[config.mk]
export PLATFORM = sky130hd
export DESIGN_NAME = fifo_reader
export DESIGN_NICKNAME = d
export VERILOG_FILES = /design/src/rtl/fifo_reader.sv
export SDC_FILE = /design/constraint.sdc
export NUM_CORES = 1
export LEC_CHECK = 0
export ABC_AREA = 1
export CAP_MARGIN = 5
export CELL_PAD_IN_SITES_DETAIL_PLACEMENT = 1
export CELL_PAD_IN_SITES_GLOBAL_PLACEMENT = 2
export CORE_MARGIN = 1.5
export CORE_UTILIZATION = 41
export DETAILED_ROUTE_END_ITERATION = 7
export DONT_BUFFER_PORTS = 1
export MAX_ROUTING_LAYER = met4
export PLACE_DENSITY = 0.83
export RECOVER_POWER = 50
export SLEW_MARGIN = 10
export SYNTH_ARGS = -nofsm -noshare
export SYNTH_HDL_FRONTEND = slang
export SYNTH_SLANG_ARGS = --single-unit
[constraint.sdc]
create_clock -name clk -period 5 [get_ports clk]
set_input_delay 1.5 -clock clk [delete_from_list [all_inputs] [get_ports clk]]
set_output_delay 1.5 -clock clk [all_outputs]
set_load 0.02 [all_outputs]
[src/rtl/fifo_reader.sv]
// Read-side master for a synchronous FIFO: issues rd_en, captures the registered
// read data into a small circular skid buffer and presents it as a valid/ready stream.
//
// state | meaning
// IDLE  | no reads issued, waiting for en
// RUN   | reads issued whenever the FIFO has data and the buffer has room
// DRAIN | no new reads; in-flight and buffered words still delivered
module fifo_reader #(
    parameter int FIFO_WIDTH = 16,
    parameter int BUF_DEPTH  = 3
) (
    input  logic                  clk,
    input  logic                  rst_n,
    input  logic                  en,
    input  logic                  empty,
    input  logic                  underflow,
    input  logic [FIFO_WIDTH-1:0] data_out,
    output logic                  rd_en,
    output logic [FIFO_WIDTH-1:0] m_data,
    output logic                  m_valid,
    input  logic                  m_ready,
    output logic                  busy,
    output logic [15:0]           rd_count,
    output logic                  err_underflow
);

    localparam int PTR_W = (BUF_DEPTH > 1) ? $clog2(BUF_DEPTH) : 1;
    localparam int CNT_W = $clog2(BUF_DEPTH + 1);

    typedef enum logic [1:0] {IDLE, RUN, DRAIN} state_t;

    state_t                  state_q, state_d;
    logic                    inflight_q;
    logic [CNT_W-1:0]        cnt_q, cnt_d;
    logic [PTR_W-1:0]        wr_ptr_q, rd_ptr_q;
    logic [FIFO_WIDTH-1:0]   buf_q [BUF_DEPTH];
    logic [15:0]             rd_count_q;
    logic                    err_q;
    logic                    push, pop;
    logic [CNT_W:0]          occupancy;

    function automatic logic [PTR_W-1:0] ptr_inc(input logic [PTR_W-1:0] p);
        if (p == PTR_W'(BUF_DEPTH - 1)) return '0;
        return p + PTR_W'(1);
    endfunction

    always_ff @(posedge clk or negedge rst_n) begin
        if (!rst_n) state_q <= IDLE;
        else        state_q <= state_d;
    end

    always_comb begin
        state_d = state_q;
        case (state_q)
            IDLE:    if (en) state_d = RUN;
            RUN:     if (!en) state_d = DRAIN;
            DRAIN: begin
                if (en)                                   state_d = RUN;
                else if (!inflight_q && cnt_q == '0)      state_d = IDLE;
            end
            default: state_d = IDLE;
        endcase
    end

    // Occupancy counts the in-flight word so a push can never land on a full buffer.
    always_comb begin
        occupancy = {1'b0, cnt_q} + {{CNT_W{1'b0}}, inflight_q};
        rd_en     = (state_q == RUN) && !empty && (occupancy < (CNT_W + 1)'(BUF_DEPTH));
        busy      = (state_q != IDLE);
    end

    assign m_valid       = (cnt_q != '0);
    assign m_data        = buf_q[rd_ptr_q];
    assign rd_count      = rd_count_q;
    assign err_underflow = err_q;
    assign push          = inflight_q && !underflow;
    assign pop           = m_valid && m_ready;

    always_comb begin
        cnt_d = cnt_q;
        case ({push, pop})
            2'b10:   cnt_d = cnt_q + CNT_W'(1);
            2'b01:   cnt_d = cnt_q - CNT_W'(1);
            default: cnt_d = cnt_q;
        endcase
    end

    always_ff @(posedge clk or negedge rst_n) begin
        if (!rst_n) begin
            inflight_q <= 1'b0;
            cnt_q      <= '0;
            wr_ptr_q   <= '0;
            rd_ptr_q   <= '0;
            rd_count_q <= '0;
            err_q      <= 1'b0;
            for (int i = 0; i < BUF_DEPTH; i++) buf_q[i] <= '0;
        end else begin
            inflight_q <= rd_en;
            cnt_q      <= cnt_d;
            if (push) begin
                buf_q[wr_ptr_q] <= data_out;
                wr_ptr_q        <= ptr_inc(wr_ptr_q);
            end
            if (pop) begin
                rd_ptr_q   <= ptr_inc(rd_ptr_q);
                rd_count_q <= rd_count_q + 16'd1;
            end
            if (inflight_q && underflow) err_q <= 1'b1;
        end
    end

endmodule

==> results of run 1 <==
[worst max path at each step]
stage                start          to  slack, ns  cells past startpoint
6_report       rd_ptr_q[1]  m_data[13]       1.01                      2
4_1_cts        rd_ptr_q[1]  m_data[13]       1.26                      2
3_5_place_dp         empty       rd_en       1.31                      2
5_1_grt        rd_ptr_q[1]  m_data[12]       0.82                      2
2_1_floorplan        empty       rd_en       0.79                      1
3_3_place_gp         empty       rd_en       1.37                      2
[report_power, final]
part / leakage (nW) / switching, mW / internal [mW] / total, mW
combinational: 0.682 / 0.448 / 0.210 / 0.658
clock: 0.0815 / 0.199 / 0.200 / 0.399
sequential: 0.942 / 0.205 / 0.834 / 1.04
[worst min-delay path, delay by kind of cell (launching register included)]
kind	cells	cell delay, ns
flip-flops	1	0.34
AO/OA/AOI/OAI	1	0.06
AND/OR/NAND/NOR	1	0.05
[cell type report]
type                    instances  share of cell area (%)
well taps                     102                    3.56
multi-input cells             236                    34.3
flip-flops and latches         74                    51.7
clock buffers                  13                    4.44
inverters                      55                    5.76
repair buffers                  1                   0.210
[routing by layer]
layer / track usage (%) / vias up / wire length [um]
met5: - / - / 0
met4: 8.21 / 0 / 132
met3: 4.21 / 12 / 331
met2: 31.3 / 52 / 3450
met1: 23.2 / 1177 / 3390
li1: - / 1210 / -
[metrics by stage]
step           power (mW)  setup slack, ns  cell area [um2]  utilization, %
6_report             2.10             1.01             3580            45.4
5_1_grt              2.28            0.818             3580            45.4
4_1_cts              2.15             1.26             3620            45.9
3_5_place_dp         1.75             1.31             3460            43.9
3_3_place_gp         1.71             1.37             3460            43.9
2_1_floorplan        1.60            0.791             3390               -
[state kept, by name, summed over array words and instances (netlist names)]
signal,flops
err_underflow,1
wr_ptr_q,2
state_q,2
rd_ptr_q,2
buf_q,48
rd_count,16
cnt_q,2
inflight_q,1
[synthesized netlist by cell type]
library cell,number
buf_2,3
o21ai_2,1
a21o_1,1
buf_6,1
nand2_1,93
inv_1,53
a2111oi_0,1
nand3_2,4
clkbuf_1,11
nor2_2,4
o21bai_1,1
o211ai_1,14
or2_1,1
nor2_8,1
nor3_1,1
nand3b_1,1
a221oi_1,1
dfrtp_1,74
a21oi_1,2
nand3_4,1
nor2_4,2
ha_1,4
o21ai_1,19
o211ai_2,2
nor2_1,12
inv_2,2
nand3_1,20
xnor2_1,4
nand4_1,3
o21ai_0,34
xor2_1,9
[cell families (layout without fill, tap and decap cells)]
group,after synthesis,count (layout)
XOR/XNOR,13,13
buffers and inverters,70,69
AO/OA/AOI/OAI,76,76
AND/OR/NAND/NOR,143,143
flip-flops,74,74
adder cells (fa/ha/maj),4,4
[placed cells by master, fill, tap and decap left out, types with 2 or more instances in the layout]
master and count:
inv_2 2, clkbuf_1 2, xor2_1 9, o21ai_0 35
nand3_1 21, inv_1 53, dfrtp_1 74, a21oi_1 2
nand3_2 4, nand4_1 3, o211ai_2 2, ha_1 4
xnor2_1 4, nand2_1 93, nor2_4 2, o21ai_1 19
o211ai_1 14, clkbuf_8 11, nor2_1 15, nor2_2 2
==> insert_results.sql, run 1 <==
INSERT INTO impl_metrics (metric_group, metric, value, unit) VALUES
('detailed_routing', 'drt_pre_antenna_iters', '4', ''),
('setup_path', 'timing.critical_path.required', '3.50', 'ns'),
('setup_path', 'critical_path_cell_by_cell', 'or2_0, o211ai_1', ''),
('floorplanning', 'starting_utilization_of_the_core_area', '43.0', '%'),
('floorplanning', 'floorplan.die.width', '94.0', 'um'),
('outcome', 'run_status', 'finished clean', ''),
('floorplanning', 'num_rows', '32', ''),
('sta', 'finalHoldViolations', '0', ''),
('yosys', 'post_synth_main_area_contributors', 'dfrtp_1 55%, nand2_1 10%, inv_1 5.9%', ''),
('setup_path', 'cp_num_buf_inv', '0', ''),
('grt', 'grt_first_pass_wirelength', '12700', 'um'),
('grt', 'gr-usage-all-layers', '19.3', '%'),
('finish', 'layout.area.seq', '1850', 'um2'),
('worst_hold_path', 'tightest_hold_check_type', 'reg -> reg', ''),
('cts', 'cts_setup_buffers', '0', ''),
('finish', 'area_used_by_multi_input_combinational_logic', '1230', 'um2'),
('setup_path', 'worst-endpoint-arrival', '2.49', 'ns'),
('finish', 'areaGrowthSynthToFinish', '5.57', '%'),
('sta', 'timing.max_slew.rel_slack', '23.5', '%'),
('sta', 'fin_skew', '0.00557', 'ns'),
('yosys', 'synth_compound_area_share', '13.2', '%'),
('yosys', 'syn-mean-instance-area', '8.93', 'um2'),
('yosys', 'yosys-mux-area-fraction', '0', '%'),
('pwr', 'power_leakage', '1.71', 'nW'),
('pwr', 'powerDensity', '585', 'nW/um2'),
('detailed_routing', 'routed-via-count', '2451', ''),
('setup_path', 'stage_delay_of_the_slowest_cell_on_the_critical_path', '0.95', 'ns'),
('sta', 'finalSetupViolCount', '0', ''),
('cts', 'cts_hold_buffers', '0', ''),
('setup_path', 'worst-r2r-setup-slack', '2.93', 'ns'),
('detailed_routing', 'drc_errors', '0', ''),
('yosys', 'ys_ff_latch', '74', ''),
('cts', 'cts.path.max_buffers', '2', ''),
('pwr', 'ir_worst_vdd', '0.284', 'mV'),
('yosys', 'post_synth_xor_xnor_area', '3.36', '%'),
('placement', 'place_inst', '468', ''),
('yosys', 'post_synth_fa_ha_maj_area_fraction', '1.47', '%'),
('floorplanning', 'floorplan.io_pins', '58', ''),
('grt', 'grt_pass1_vias', '2624', ''),
('yosys', 'yosys_warnings', '0', ''),
('sta', 'fmax', '0.251', 'GHz'),
('yosys', 'synth-seq-area-share', '54.6', '%'),
('worst_hold_path', 'holdPathEnd', 'buf_q[42]', ''),
('setup_path', 'highest_net_fanout_along_the_worst_path', '19', ''),
('sta', 'finalWorstPathRequiredPeriod', '3.99', 'ns'),
('yosys', 'library_cell_with_the_largest_summed_area_after_synthesis', 'dfrtp_1', ''),
('sta', 'post-route-period-util', '79.7', '%'),
('finish', 'number_of_filler_cells_placed_in_the_layout', '928', ''),
('placement', 'gpl.final_weighted_congestion', '0.697', ''),
('floorplanning', 'fp.dieH', '94.0', 'um'),
('detailed_routing', 'wl_per_cell', '15.2', 'um'),
('grt', 'grt_max_degree', '75', ''),
('grt', 'grt_overflow', '0', ''),
('cts', 'clock_insertion_delay_worst_skew', '0.34', 'ns'),
('worst_hold_path', 'worstHoldStart', 'buf_q[42]', ''),
('yosys', 'netlist_instances', '380', ''),
('setup_path', 'critical_path.endpoint_type', 'output port', ''),
('placement', 'hpwl_detailed', '4860', 'um'),
('setup_path', 'worstSetupPathType', 'reg -> out', ''),
('finish', 'fraction_of_layout_cells_with_a_size_suffix_above_1', '6.33', '%'),
('worst_hold_path', 'hold_depth', '2', ''),
('yosys', 'synth_top_family_by_area', 'simple AND/OR/NAND/NOR gates', ''),
('yosys', 'yosys.area_share.simple', '19.4', '%'),
('sta', 'tns', '0', 'ns'),
('yosys', 'mappedNetlistNets', '406', ''),
('detailed_routing', 'vias_per_cell', '5.10', ''),
('cts', 'numClockSinks', '74', ''),
('placement', 'io_buffer_count', '0', ''),
('cts', 'clk_root_buffer_cell', 'clkbuf_8', ''),
('sta', 'holdWs', '0.487', 'ns'),
('cts', 'cts_inserted_buffers', '9', '');
Power figures use the tool's default switching activity.
==> run 2: changes to the inputs <==
--- a/config.mk
+++ b/config.mk
@@ -10,11 +10,11 @@
 export CELL_PAD_IN_SITES_DETAIL_PLACEMENT = 1
 export CELL_PAD_IN_SITES_GLOBAL_PLACEMENT = 2
 export CORE_MARGIN = 1.5
-export CORE_UTILIZATION = 41
+export CORE_UTILIZATION = 34
 export DETAILED_ROUTE_END_ITERATION = 7
 export DONT_BUFFER_PORTS = 1
 export MAX_ROUTING_LAYER = met4
-export PLACE_DENSITY = 0.83
+export PLACE_DENSITY = 0.73
 export RECOVER_POWER = 50
 export SLEW_MARGIN = 10
 export SYNTH_ARGS = -nofsm -noshare
==> constraint.sdc (replaced) <==
create_clock -name clk -period 3.4 [get_ports clk]
set_input_delay 1.02 -clock clk [delete_from_list [all_inputs] [get_ports clk]]
set_output_delay 1.02 -clock clk [all_outputs]
set_load 0.02 [all_outputs]
==> run 2 against run 1 <==
Against the previous run:
- routed wire length rose by 6.2%
- die area rose by 20%
- power rose by 61%
- hold slack got worse by 0.11 ns
- critical endpoint is now m_data[0]
- sequential power rose by 44%
- highest routed layer unchanged
- sequential share of layout area fell by 1.9 points
- global-route usage fell by 3.1 points
- register-to-register slack got worse by 1.6 ns
- clock power rose by 110%
- critical path type unchanged
- critical path depth rose by 2
- setup slack got worse by 0.63 ns
- non-clock buffer count rose by 3
==> insert_results.sql, run 2 (same netlist as run 1, synthesis figures left out) <==
INSERT INTO impl_metrics (metric_group, metric, value, unit) VALUES
('pwr', 'power_leakage', '1.76', 'nW'),
('sta', 'timing.max_slew.rel_slack', '45.6', '%'),
('sta', 'finalSetupViolCount', '0', ''),
('cts', 'cts.path.max_buffers', '2', ''),
('finish', 'largest_register_ff_count', '48', ''),
('finish', 'final_cell_mix', '93 x nand2_1, 74 x dfrtp_1, 54 x inv_1, 35 x o21ai_0, 21 x nand3_1', ''),
('sta', 'timing.final.ws_setup', '0.389', 'ns'),
('outcome', 'run_status', 'finished clean', ''),
('setup_path', 'worst-endpoint-arrival', '1.99', 'ns'),
('cts', 'clk_root_buffer_cell', 'clkbuf_8', ''),
('sta', 'post-route-period-util', '88.6', '%'),
('grt', 'grt_pass1_vias', '2543', ''),
('finish', 'number_of_filler_cells_placed_in_the_layout', '1185', ''),
('sta', 'finalMaxSlewViolations', '0', ''),
('detailed_routing', 'drt_pre_antenna_iters', '4', ''),
('pwr', 'power', '3.37', 'mW'),
('cts', 'ctsResizeCount', '0', ''),
('cts', 'cts_hold_buffers', '0', ''),
('setup_path', 'worst_flop_to_flop_path_endpoint', 'rd_count[15]', ''),
('setup_path', 'critical_path.endpoint_type', 'output port', ''),
('sta', 'fin_skew', '0.00766', 'ns'),
('grt', 'grt_overflow', '0', ''),
('cts', 'clock_insertion_delay_worst_skew', '0.34', 'ns'),
('grt', 'number_of_antenna_violations_at_the_first_check_in_global_routing', '0', ''),
('finish', 'layout.area.seq', '1850', 'um2'),
('cts', 'cts_tree', 'yes', ''),
('setup_path', 'reg2regPathDepth', '7', ''),
('floorplanning', 'core_footprint', '9730', 'um2'),
('grt', 'grt_max_degree', '75', ''),
('placement', 'hpwl_detailed', '5300', 'um'),
('placement', 'gpl.final_weighted_congestion', '0.714', ''),
('floorplanning', 'fp.dieH', '103', 'um'),
('pwr', 'powerDensity', '905', 'nW/um2'),
('placement', 'io_buffer_count', '0', ''),
('sta', 'fmax', '0.332', 'GHz'),
('setup_path', 'timing.critical_path.required', '2.38', 'ns'),
('finish', 'nNetsFinal', '406', ''),
('cts', 'cts_setup_buffers', '0', ''),
('finish', 'finish.utilization', '38.2', '%'),
('finish', 'diodes', '0', ''),
('setup_path', 'worst-r2r-setup-slack', '1.33', 'ns'),
('detailed_routing', 'wl_per_cell', '15.0', 'um'),
('worst_hold_path', 'tightest_hold_check_type', 'in -> async', ''),
('sta', 'grt_setup_unrepaired', 'no', ''),
('setup_path', 'timing_startpoint_of_the_critical_path', 'rd_ptr_q[0]', ''),
('cts', 'cts_max_level', '3', ''),
('setup_path', 'worstSetupPathType', 'reg -> out', ''),
('cts', 'clk_pin_slew', '0.07', 'ns'),
('sta', 'holdWs', '0.378', 'ns'),
('setup_path', 'worstSetupEndpoint', 'm_data[0]', ''),
('finish', 'layout.cells.most_common', 'nand2_1', ''),
('detailed_routing', 'drc_errors', '0', ''),
('floorplanning', 'starting_utilization_of_the_core_area', '34.9', '%'),
('setup_path', 'critPathLaunchType', 'flop', ''),
('job', 'max_cap_viols', '0', ''),
('grt', 'gr-usage-all-layers', '16.2', '%'),
('floorplanning', 'floorplan.die.width', '103', 'um'),
('detailed_routing', 'ant_nets', '0', ''),
('pwr', 'ir_worst_vdd', '0.323', 'mV'),
('cts', 'numClockSinks', '74', ''),
('finish', 'areaGrowthSynthToFinish', '9.59', '%'),
('detailed_routing', 'routed-via-count', '2441', ''),
('floorplanning', 'die_area', '10600', 'um2'),
('finish', 'max_flop_register', 'buf_q', ''),
('sta', 'finalHoldViolations', '0', ''),
('detailed_routing', 'vias_per_cell', '4.72', ''),
('finish', 'fraction_of_layout_cells_with_a_size_suffix_above_1', '7.55', '%'),
('detailed_routing', 'detail_route.wirelength', '7750', 'um'),
('finish', 'area_used_by_multi_input_combinational_logic', '1220', 'um2'),
('setup_path', 'rr_startpoint', 'cnt_q[0]', ''),
('setup_path', 'highest_net_fanout_along_the_worst_path', '18', ''),
('sta', 'tightestPinTransition', '0.808', 'ns'),
('floorplanning', 'floorplan.io_pins', '58', ''),
('floorplanning', 'num_rows', '36', ''),
('sta', 'tns', '0', 'ns'),
('cts', 'cts_inserted_buffers', '9', ''),
('placement', 'dpl_worst_slack', '0.803', 'ns'),
('sta', 'finalWorstPathRequiredPeriod', '3.01', 'ns'),
('grt', 'grt_first_pass_wirelength', '12500', 'um'),
('detailed_routing', 'initialDrtViolationCount', '35', '');
[run 2: through the flow]
| stage | cells | cell area (um2) |
|---|---|---|
| 3_3_place_gp | 502 | 3520 |
| 4_1_cts | 517 | 3760 |
| 6_report | 517 | 3720 |
| 5_1_grt | 517 | 3720 |
| 2_1_floorplan | 380 | 3390 |
| 3_5_place_dp | 502 | 3520 |
[run 2: per-layer routing]
metal | wire [um] | global-route usage, % | vias to the layer above | part of all wire, %
met4 | 71 | 5.20 | 0 | 0.92
met3 | 344 | 4.68 | 4 | 4.4
met5 | 0 | - | - | 0
li1 | - | - | 1216 | -
met1 | 3590 | 20.0 | 1172 | 46
met2 | 3740 | 25.7 | 49 | 48
[run 2: critical path, stage by stage (launching register included)]
cell,delay (ns)
dfrtp_1,0.36
inv_1,0.26
or2_1,0.38
buf_4,0.22
o211ai_1,0.43
[run 2: final cells by class]
cell class	count	share of cell area [%]
Tap cell	133	4.48
Clock inverter	5	2.76
Timing Repair Buffer	4	0.808
Sequential cell	74	49.8
Inverter	55	5.55
Multi-Input combinational cell	236	32.9
Clock buffer	10	3.70
[run 2: how the worst min path moves through the flow]
stage	to	cells past startpoint
floorplan	buf_q[16]	2
global placement	buf_q[30]	2
detailed placement	buf_q[18]	2
CTS	rd_count[15]	0
global route	buf_q[42]	0
finish	buf_q[20]	0
[run 2: where the power goes]
| group | internal, mW | switching [mW] |
|---|---|---|
| clock network | 0.503 | 0.325 |
| logic | 0.332 | 0.704 |
| registers | 1.23 | 0.278 |
==> run 3: changes to the inputs <==
--- a/config.mk
+++ b/config.mk
@@ -11,10 +11,11 @@
 export CELL_PAD_IN_SITES_GLOBAL_PLACEMENT = 2
 export CORE_MARGIN = 1.5
 export CORE_UTILIZATION = 34
+export CTS_CLUSTER_SIZE = 16
 export DETAILED_ROUTE_END_ITERATION = 7
 export DONT_BUFFER_PORTS = 1
 export MAX_ROUTING_LAYER = met4
-export PLACE_DENSITY = 0.73
+export PLACE_DENSITY = 0.82
 export RECOVER_POWER = 50
 export SLEW_MARGIN = 10
 export SYNTH_ARGS = -nofsm -noshare
==> run 3 against run 2 <==
Against the previous run:
- register-to-register slack gained 0.06 ns
- clock power shrank 21%
- highest routed layer unchanged
- largest power group unchanged
- die area is the same
- cell area shrank 1.7%
- power shrank 5.5%
- first-iteration DRC count grew 140%
==> insert_results.sql, run 3 (same netlist as run 1, synthesis figures left out) <==
INSERT INTO impl_metrics (metric_group, metric, value, unit) VALUES
('setup_path', 'critPathLaunchType', 'flop', ''),
('cts', 'clk_root_buffer_cell', 'clkbuf_8', ''),
('cts', 'ctsResizeCount', '0', ''),
('floorplanning', 'fp.dieH', '103', 'um'),
('placement', 'gpl.final_weighted_congestion', '0.706', ''),
('finish', 'area_of_all_placed_cells_without_fillers', '3650', 'um2'),
('setup_path', 'critical_path.endpoint_type', 'output port', ''),
('floorplanning', 'starting_utilization_of_the_core_area', '34.9', '%'),
('cts', 'cts_max_level', '3', ''),
('sta', 'tns', '0', 'ns'),
('detailed_routing', 'routed-via-count', '2457', ''),
('floorplanning', 'floorplan.die.width', '103', 'um'),
('pwr', 'seq_power_share', '47.3', '%'),
('outcome', 'run_status', 'finished clean', ''),
('finish', 'finish.utilization', '37.6', '%'),
('setup_path', 'highest_net_fanout_along_the_worst_path', '18', ''),
('finish', 'layout.area.seq', '1850', 'um2'),
('setup_path', 'worstSetupPathType', 'reg -> out', ''),
('sta', 'post-route-period-util', '89.9', '%'),
('setup_path', 'reg2regPathDepth', '7', ''),
('finish', 'number_of_filler_cells_placed_in_the_layout', '1181', ''),
('setup_path', 'worstSetupEndpoint', 'm_data[15]', ''),
('finish', 'fraction_of_layout_cells_with_a_size_suffix_above_1', '7.55', '%'),
('pwr', 'intPower', '1.86', 'mW'),
('cts', 'clk_pin_slew', '0.09', 'ns'),
('pwr', 'p_clk_share', '20.4', '%'),
('cts', 'numClockSinks', '74', ''),
('setup_path', 'worst_flop_to_flop_path_endpoint', 'rd_count[15]', ''),
('floorplanning', 'floorplan.io_pins', '58', ''),
('finish', 'layout.cells.most_common', 'nand2_1', ''),
('sta', 'finalSetupViolCount', '0', ''),
('detailed_routing', 'drc_errors', '0', ''),
('floorplanning', 'die_area', '10600', 'um2'),
('finish', 'final_cell_mix', '93 x nand2_1, 74 x dfrtp_1, 53 x inv_1, 35 x o21ai_0, 22 x nand3_1', ''),
('finish', 'max_flop_register', 'buf_q', ''),
('pwr', 'power', '3.18', 'mW'),
('sta', 'fmax', '0.327', 'GHz'),
('detailed_routing', 'ant_nets', '0', ''),
('sta', 'grt_setup_unrepaired', 'no', ''),
('cts', 'cts_setup_buffers', '0', ''),
('pwr', 'powerDensity', '871', 'nW/um2'),
('worst_hold_path', 'tightest_hold_check_type', 'in -> async', ''),
('cts', 'cts.path.max_buffers', '2', ''),
('setup_path', 'crit_path_top_delay_cell', 'or2_1', ''),
('sta', 'finalWorstPathRequiredPeriod', '3.06', 'ns'),
('setup_path', 'critical_path_cell_by_cell', 'inv_2, or2_1, o211ai_1', ''),
('finish', 'area_used_by_multi_input_combinational_logic', '1220', 'um2'),
('detailed_routing', 'detail_route.wirelength', '7720', 'um'),
('floorplanning', 'core_footprint', '9730', 'um2'),
('pwr', 'power_leakage', '1.73', 'nW'),
('pwr', 'p_switching', '1.32', 'mW'),
('placement', 'place_inst', '501', ''),
('cts', 'cts_hold_buffers', '0', ''),
('grt', 'grt_first_pass_wirelength', '12500', 'um'),
('setup_path', 'worst-r2r-setup-slack', '1.39', 'ns'),
('cts', 'cts_tree', 'yes', ''),
('setup_path', 'stage_delay_of_the_slowest_cell_on_the_critical_path', '0.67', 'ns'),
('finish', 'nNetsFinal', '405', ''),
('placement', 'hpwl_detailed', '5120', 'um'),
('grt', 'grt_overflow', '0', ''),
('setup_path', 'timing.critical_path.required', '2.38', 'ns'),
('sta', 'timing.max_slew.rel_slack', '42.6', '%'),
('finish', 'largest_register_ff_count', '48', ''),
('pwr', 'p_comb_share', '32.3', '%'),
('cts', 'clock_insertion_delay_worst_skew', '0.33', 'ns'),
('pwr', 'power_switching_share', '41.6', '%'),
('cts', 'cts_inserted_buffers', '9', ''),
('sta', 'finalHoldViolations', '0', ''),
('job', 'max_cap_viols', '0', ''),
('setup_path', 'worst-endpoint-arrival', '2.04', 'ns'),
('sta', 'finalMaxSlewViolations', '0', ''),
('grt', 'number_of_antenna_violations_at_the_first_check_in_global_routing', '0', ''),
('detailed_routing', 'wl_per_cell', '14.9', 'um'),
('finish', 'diodes', '0', ''),
('detailed_routing', 'initialDrtViolationCount', '83', ''),
('detailed_routing', 'drt_pre_antenna_iters', '4', ''),
('placement', 'placed_cell_area', '3520', 'um2'),
('finish', 'final_non_filler_cell_total', '517', ''),
('grt', 'gr-usage-all-layers', '16.0', '%'),
('floorplanning', 'num_rows', '36', ''),
('sta', 'tightestPinTransition', '0.852', 'ns'),
('detailed_routing', 'vias_per_cell', '4.75', ''),
('setup_path', 'rr_startpoint', 'cnt_q[0]', ''),
('grt', 'grt_pass1_vias', '2533', ''),
('setup_path', 'timing_startpoint_of_the_critical_path', 'rd_ptr_q[0]', ''),
('placement', 'io_buffer_count', '0', ''),
('sta', 'fin_skew', '0.00660', 'ns'),
('pwr', 'ir_worst_vdd', '0.280', 'mV'),
('finish', 'areaGrowthSynthToFinish', '7.71', '%'),
('grt', 'grt_max_degree', '75', '');
[run 3: final cells by class]
class,instances,share of cell area [%]
Clock buffer,11,4.14
Timing Repair Buffer,3,0.616
Clock inverter,5,1.03
Inverter,55,5.65
Tap cell,133,4.55
Multi-Input combinational cell,236,33.3
Sequential cell,74,50.7
[run 3: power by group through the flow]
| stage | logic (mW) | registers, mW | clock network [mW] |
|---|---|---|---|
| 2_1_floorplan | 0.886 | 1.46 | 0 |
| 3_3_place_gp | 1.03 | 1.51 | 0 |
| 3_5_place_dp | 1.07 | 1.52 | 0 |
| 4_1_cts | 1.07 | 1.51 | 0.676 |
| 5_1_grt | 1.18 | 1.55 | 0.709 |
| 6_report | 1.03 | 1.50 | 0.650 |
[run 3: per-layer routing]
layer,track usage [%],wire length (um)
met1,19.0,3620
met2,26.9,3690
met3,3.66,338
met4,5.30,68
met5,-,0
[run 3: worst min-delay path by stage]
stage          startpoint         to  slack, ns  cells past startpoint
3_3_place_gp    buf_q[16]  buf_q[16]       0.47                      2
6_report            rst_n  buf_q[18]       0.36                      0
5_1_grt             rst_n  buf_q[18]       0.33                      0
2_1_floorplan   buf_q[16]  buf_q[16]       0.45                      2
3_5_place_dp    buf_q[40]  buf_q[40]       0.47                      2
4_1_cts             rst_n  buf_q[18]       0.34                      0
[run 3: metrics by stage]
stage               hold WS, ns  setup slack (ns)
CTS                       0.339             0.295
floorplan                 0.453             0.151
global placement          0.466             0.716
detailed placement        0.473             0.680
global route              0.334             0.194
finish                    0.363             0.342
[run 3: critical path: cells and delay by family (launching register included)]
kind                   cells  cell delay (ns)
buffers and inverters      1             0.28
AND/OR/NAND/NOR            1             0.67
AO/OA/AOI/OAI              1             0.35
flip-flops                 1             0.40
